$ cat config.mk
export PLATFORM = sky130hd
export DESIGN_NAME = mem_arbiter
export DESIGN_NICKNAME = d
export VERILOG_FILES = /design/src/rtl/mem_arbiter.sv
export SDC_FILE = /design/constraint.sdc
export NUM_CORES = 1
export LEC_CHECK = 0
export ABC_AREA = 1
export BUFFER_PORTS_ARGS = -buffer_cell sky130_fd_sc_hd__buf_2
export CORE_AREA = 2 2 104 106
export DETAILED_ROUTE_END_ITERATION = 10
export DIE_AREA = 0 0 106 108
export PLACE_DENSITY_LB_ADDON = 0.1
export SLEW_MARGIN = 20
export SYNTH_ARGS = -nofsm -noshare
export SYNTH_HDL_FRONTEND = slang
export SYNTH_SLANG_ARGS = --single-unit
$ cat constraint.sdc
create_clock -name CLK -period 1.81 [get_ports CLK]
set_input_delay 0.181 -clock CLK [delete_from_list [all_inputs] [get_ports CLK]]
set_output_delay 0.181 -clock CLK [all_outputs]
set_load 0.01 [all_outputs]
$ cat src/rtl/mem_arbiter.sv
// Serialises datapath instruction-fetch and data requests onto one single-port RAM.
// Data requests win; a sticky watchdog flags RAM accesses that never complete.
module mem_arbiter #(
  parameter int ADDR_W  = 32,
  parameter int DATA_W  = 32,
  parameter int TIMEOUT = 255
) (
  input  logic              CLK,
  input  logic              nRST,
  input  logic              imemREN,
  input  logic [ADDR_W-1:0] imemaddr,
  output logic [DATA_W-1:0] imemload,
  output logic              ihit,
  input  logic              dmemREN,
  input  logic              dmemWEN,
  input  logic [ADDR_W-1:0] dmemaddr,
  input  logic [DATA_W-1:0] dmemstore,
  output logic [DATA_W-1:0] dmemload,
  output logic              dhit,
  output logic              ramREN,
  output logic              ramWEN,
  output logic [ADDR_W-1:0] ramaddr,
  output logic [DATA_W-1:0] ramstore,
  input  logic [DATA_W-1:0] ramload,
  input  logic              ram_ready,
  output logic              timeout_err
);

  typedef enum logic [1:0] {IDLE, DACC, IACC} state_t;

  localparam logic [15:0] TIMEOUT_V = 16'(TIMEOUT);

  state_t      state, state_next;
  logic [15:0] wait_cnt;
  logic        dreq;

  assign dreq = dmemREN | dmemWEN;

  always_ff @(posedge CLK or negedge nRST) begin
    if (!nRST) begin
      state <= IDLE;
    end else begin
      state <= state_next;
    end
  end

  // Counter is held at zero in IDLE, so every new grant starts counting from 0.
  always_ff @(posedge CLK or negedge nRST) begin
    if (!nRST) begin
      wait_cnt    <= '0;
      timeout_err <= 1'b0;
    end else if (state == IDLE) begin
      wait_cnt <= '0;
    end else if (!ram_ready && wait_cnt != 16'hFFFF) begin
      wait_cnt <= wait_cnt + 16'd1;
      if (wait_cnt + 16'd1 >= TIMEOUT_V) begin
        timeout_err <= 1'b1;
      end
    end
  end

  always_comb begin
    state_next = state;
    ihit       = 1'b0;
    dhit       = 1'b0;
    ramREN     = 1'b0;
    ramWEN     = 1'b0;
    ramaddr    = '0;
    ramstore   = '0;
    imemload   = '0;
    dmemload   = '0;
    case (state)
      IDLE: begin
        if (dreq) begin
          state_next = DACC;
        end else if (imemREN) begin
          state_next = IACC;
        end
      end
      DACC: begin
        ramaddr  = dmemaddr;
        ramstore = dmemstore;
        ramWEN   = dmemWEN;
        ramREN   = dmemREN & ~dmemWEN;
        // A dropped request (flush) abandons the access without a hit.
        if (!dreq) begin
          state_next = IDLE;
        end else if (ram_ready) begin
          dhit       = 1'b1;
          dmemload   = ramload;
          state_next = IDLE;
        end
      end
      IACC: begin
        ramaddr = imemaddr;
        ramREN  = imemREN;
        if (!imemREN) begin
          state_next = IDLE;
        end else if (ram_ready) begin
          ihit       = 1'b1;
          imemload   = ramload;
          state_next = IDLE;
        end
      end
      default: state_next = IDLE;
    endcase
  end

endmodule

==> results.py <==
metrics = {
    "detailed_routing": {
        "routed_wire_length_per_instance_um": 15.3,
        "dr.pass1.iters": 6,
        "vias": 3965,
        "post_drt_via_cell_ratio": 4.43,
        "drt_drc_violations_left": 0,
        "finalWirelength_um": 13700,
        "detail-route-antenna-nets": 0,
        "drt-initial-drc-count": 180,
    },
    "clock_tree": {
        "root_buffer": "sky130_fd_sc_hd__clkbuf_8",
        "clock_insertion_delay_worst_skew_ns": 0.26,
        "clock_path_buffers": 2,
        "worst_setup_hold_path_clk_slew_ns": 0.07,
        "cts.sink_count": 19,
        "h-tree-depth": 1,
        "cts-buffers-inserted": 3,
        "tritoncts": "done",
    },
    "floorplanning": {
        "die-width_um": 106,
        "boundaryPins": 267,
        "die-area_sq_um": 11400,
        "floorplan.initialDensity_pct": 24.4,
        "row_count": 37,
        "core-area_sq_um": 10200,
        "die_height_um": 108,
    },
    "synthesis": {
        "mappedNetlistArea_sq_um": 2490,
        "ys_seq_elements": 19,
        "ys_seq_area_share_pct": 19.1,
        "synth.distinct_cells": 26,
        "ys_warn_count": 0,
        "syn-mean-instance-area_sq_um": 5.25,
        "syn_inst": 475,
        "synthesis.nets": 615,
    },
    "timing": {
        "slew_headroom_pct": 68.7,
        "worstMarginPinSlew_ns": 0.470,
        "timing.final.crit_share_pct": 103,
        "finish_stage_setup_viols": 48,
        "fin_worst_skew_ns": 0.000922,
        "max_freq_ghz": 0.537,
        "timing_max_transition_violations_final": 0,
        "rsz0062_at_grt": "true",
        "final_period_minus_worst_setup_slack_ns": 1.86,
        "postLayoutSetupSlackWorst_ns": -0.0534,
        "timing_hold_violations_final": 0,
        "hold_ws_ns": 0.287,
    },
    "critical_path": {
        "cp_data_arrival_time_ns": 1.68,
        "critical_path.startpoint_type": "flip-flop",
        "worst-r2r-cell-count": 8,
        "worstPathRequired_ns": 1.63,
        "reg2reg_slack_ns": 0.16,
        "path_max_fanout": 8,
        "timing_worst_setup_path_type": "flip-flop to output pin",
        "timing.critical_path.to": "dmemload[22]",
        "crit_path_end_kind": "output pin",
        "setup.worst_path.start": "state[1]$_DFFE_PN0P_",
        "timing.rr.start": "wait_cnt[0]$_DFFE_PN0P_",
        "timing.rr.end": "wait_cnt[13]$_DFFE_PN0P_",
    },
    "global_routing": {
        "grt_overflow": 0,
        "grt_util_overall_pct": 19.8,
        "grt_antenna_before_repair": 1,
        "grt_start_max_net_pins": 56,
        "global_route_wire_length_before_repair_um": 18100,
        "vias_in_the_first_global_route": 3616,
    },
    "run": {
        "max-cap-violations": 0,
    },
    "power": {
        "ir_worst_vdd_mv": 0.722,
        "power_leakage_nw": 2.97,
        "powerDensity_nw_per_um2": 941,
    },
    "min_path": {
        "hold_path.class": "input pin to flip-flop",
        "min_path_cells": 4,
    },
    "layout": {
        "utilization_pct": 48.3,
        "nNetsFinal": 900,
        "drive_above_1_share_pct": 50.7,
        "syn2layout_area_growth_pct": 98.4,
        "antenna_cells_inserted": 0,
        "layout.filler_cells": 1069,
    },
    "run_status": {
        "result_of_the_run": "finished with violations",
        "violations": "setup timing",
    },
    "placement": {
        "number_of_buffer_cells_added_on_primary_ports": 266,
        "final_wtd_congestion": 0.876,
        "post-place-ws_ns": 0.0542,
        "detailedPlacementHpwl_um": 10000,
    },
}
-- through the flow --
| step | power, mW | cells | TNS [ns] | instance area, sq um |
|---|---|---|---|---|
| after floorplan | 1.99 | 475 | 0 | 2490 |
| after global placement | 3.18 | 868 | 0 | 4050 |
| after detailed placement | 3.20 | 868 | 0 | 4050 |
| after CTS | 3.63 | 878 | -0.0945 | 4210 |
| after global routing | 4.98 | 895 | -9.96 | 4940 |
| final | 4.65 | 895 | -1.10 | 4940 |
-- logic make-up (layout without fill, tap and decap cells) --
family | count (synthesis) | in the layout | share of synthesized area [%]
flip-flops | 19 | 19 | 19.1
buffers and inverters | 117 | 401 | 18.2
XOR/XNOR | 2 | 2 | 0.703
AO/OA/AOI/OAI | 57 | 57 | 14.0
adder cells (fa/ha/maj) | 6 | 6 | 3.01
AND/OR/NAND/NOR | 274 | 274 | 45.0
-- cells in the final DEF (no fill, tap or decap), types with 7 or more instances in the layout --
| master | netlist | layout |
|---|---|---|
| sky130_fd_sc_hd__nand3_1 | 23 | 23 |
| sky130_fd_sc_hd__nand2_1 | 150 | 149 |
| sky130_fd_sc_hd__dfrtp_1 | 19 | 16 |
| sky130_fd_sc_hd__clkbuf_16 | 0 | 9 |
| sky130_fd_sc_hd__a21oi_1 | 33 | 18 |
| sky130_fd_sc_hd__o21ai_2 | 10 | 10 |
| sky130_fd_sc_hd__nor2_1 | 85 | 51 |
| sky130_fd_sc_hd__buf_2 | 0 | 247 |
| sky130_fd_sc_hd__buf_6 | 2 | 26 |
| sky130_fd_sc_hd__a21oi_2 | 0 | 14 |
| sky130_fd_sc_hd__nor2_2 | 0 | 15 |
| sky130_fd_sc_hd__inv_1 | 95 | 89 |
| sky130_fd_sc_hd__nand4_1 | 7 | 7 |
| sky130_fd_sc_hd__nor2_4 | 3 | 22 |
| sky130_fd_sc_hd__buf_4 | 0 | 13 |
-- how the worst min path moves through the flow --
stage | startpoint | to | slack [ns]
final | imemREN | state[0]$_DFFE_PN0P_ | 0.29
after global routing | imemREN | state[0]$_DFFE_PN0P_ | 0.29
after CTS | imemREN | state[0]$_DFFE_PN0P_ | 0.25
after detailed placement | nRST | wait_cnt[5]$_DFFE_PN0P_ | 0.17
after global placement | nRST | wait_cnt[5]$_DFFE_PN0P_ | 0.17
after floorplan | nRST | state[0]$_DFFE_PN0P_ | -0.11
-- sequential cells by signal, summed over array words and instances, names as in the netlist --
signal,flops
wait_cnt,16
timeout_err,1
state,2
-- report_power, final --
part | switching (mW) | internal, mW
registers | 0.0292 | 0.467
logic | 2.15 | 1.70
clock network | 0.151 | 0.157
-- metal layers --
layer	share of wire (%)	vias up	global-route usage (%)	routed length, um
met1	41	1807	25.2	5560
met3	7.9	16	4.70	1070
met2	49	148	34.3	6750
li1	-	1992	-	-
met4	1.9	2	3.67	257
met5	0.095	-	0	13
-- repair_timing --
item                       4_1_cts  5_1_grt
setup endpoints to repair       97       87
resized for setup               17      106
hold buffers                     1        0
hold endpoints to repair        19        0
pin swaps                        3        6
cloned                           1       12
setup buffers                    4        6
-- worst max-delay path, cell delays in order, from the launching register on --
cell and delay (ns):
sky130_fd_sc_hd__dfrtp_1 0.41, sky130_fd_sc_hd__inv_2 0.09, sky130_fd_sc_hd__ha_4 0.16, sky130_fd_sc_hd__inv_4 0.04
sky130_fd_sc_hd__nor3_4 0.22, sky130_fd_sc_hd__inv_4 0.09, sky130_fd_sc_hd__buf_12 0.16, sky130_fd_sc_hd__nor2_1 0.11
sky130_fd_sc_hd__buf_2 0.15
-- layout make-up --
type | instances | area [sq um] | share of cell area (%)
multi-input combinational | 339 | 1880 | 38.0
sequential | 19 | 479 | 9.69
timing repair buffer | 302 | 2000 | 40.4
tap | 136 | 170 | 3.44
inverter | 95 | 374 | 7.57
clock buffer | 4 | 45.0 | 0.911
-- synth_stat cells --
cell / n / area [sq um]
sky130_fd_sc_hd__a21oi_1: 33 / 165
sky130_fd_sc_hd__a31oi_1: 1 / 6.26
sky130_fd_sc_hd__a32oi_1: 1 / 8.76
sky130_fd_sc_hd__buf_1: 7 / 26.3
sky130_fd_sc_hd__buf_6: 2 / 22.5
sky130_fd_sc_hd__clkbuf_1: 13 / 48.8
sky130_fd_sc_hd__dfrtp_1: 19 / 475
sky130_fd_sc_hd__ha_1: 6 / 75.1
sky130_fd_sc_hd__inv_1: 95 / 357
sky130_fd_sc_hd__nand2_1: 150 / 563
sky130_fd_sc_hd__nand2_2: 1 / 6.26
sky130_fd_sc_hd__nand2_4: 2 / 22.5
sky130_fd_sc_hd__nand3_1: 23 / 115
sky130_fd_sc_hd__nand3b_1: 1 / 7.51
sky130_fd_sc_hd__nand4_1: 7 / 43.8
sky130_fd_sc_hd__nor2_1: 85 / 319
sky130_fd_sc_hd__nor2_4: 3 / 33.8
sky130_fd_sc_hd__nor3_1: 2 / 10.0
sky130_fd_sc_hd__o21ai_0: 4 / 20.0
sky130_fd_sc_hd__o21ai_1: 2 / 10.0
sky130_fd_sc_hd__o21ai_2: 10 / 87.6
sky130_fd_sc_hd__o21ai_4: 1 / 16.3
sky130_fd_sc_hd__o21bai_1: 1 / 7.51
sky130_fd_sc_hd__o22ai_1: 2 / 12.5
sky130_fd_sc_hd__o31ai_1: 2 / 15.0
sky130_fd_sc_hd__xor2_1: 2 / 17.5
Power figures use the tool's default switching activity.
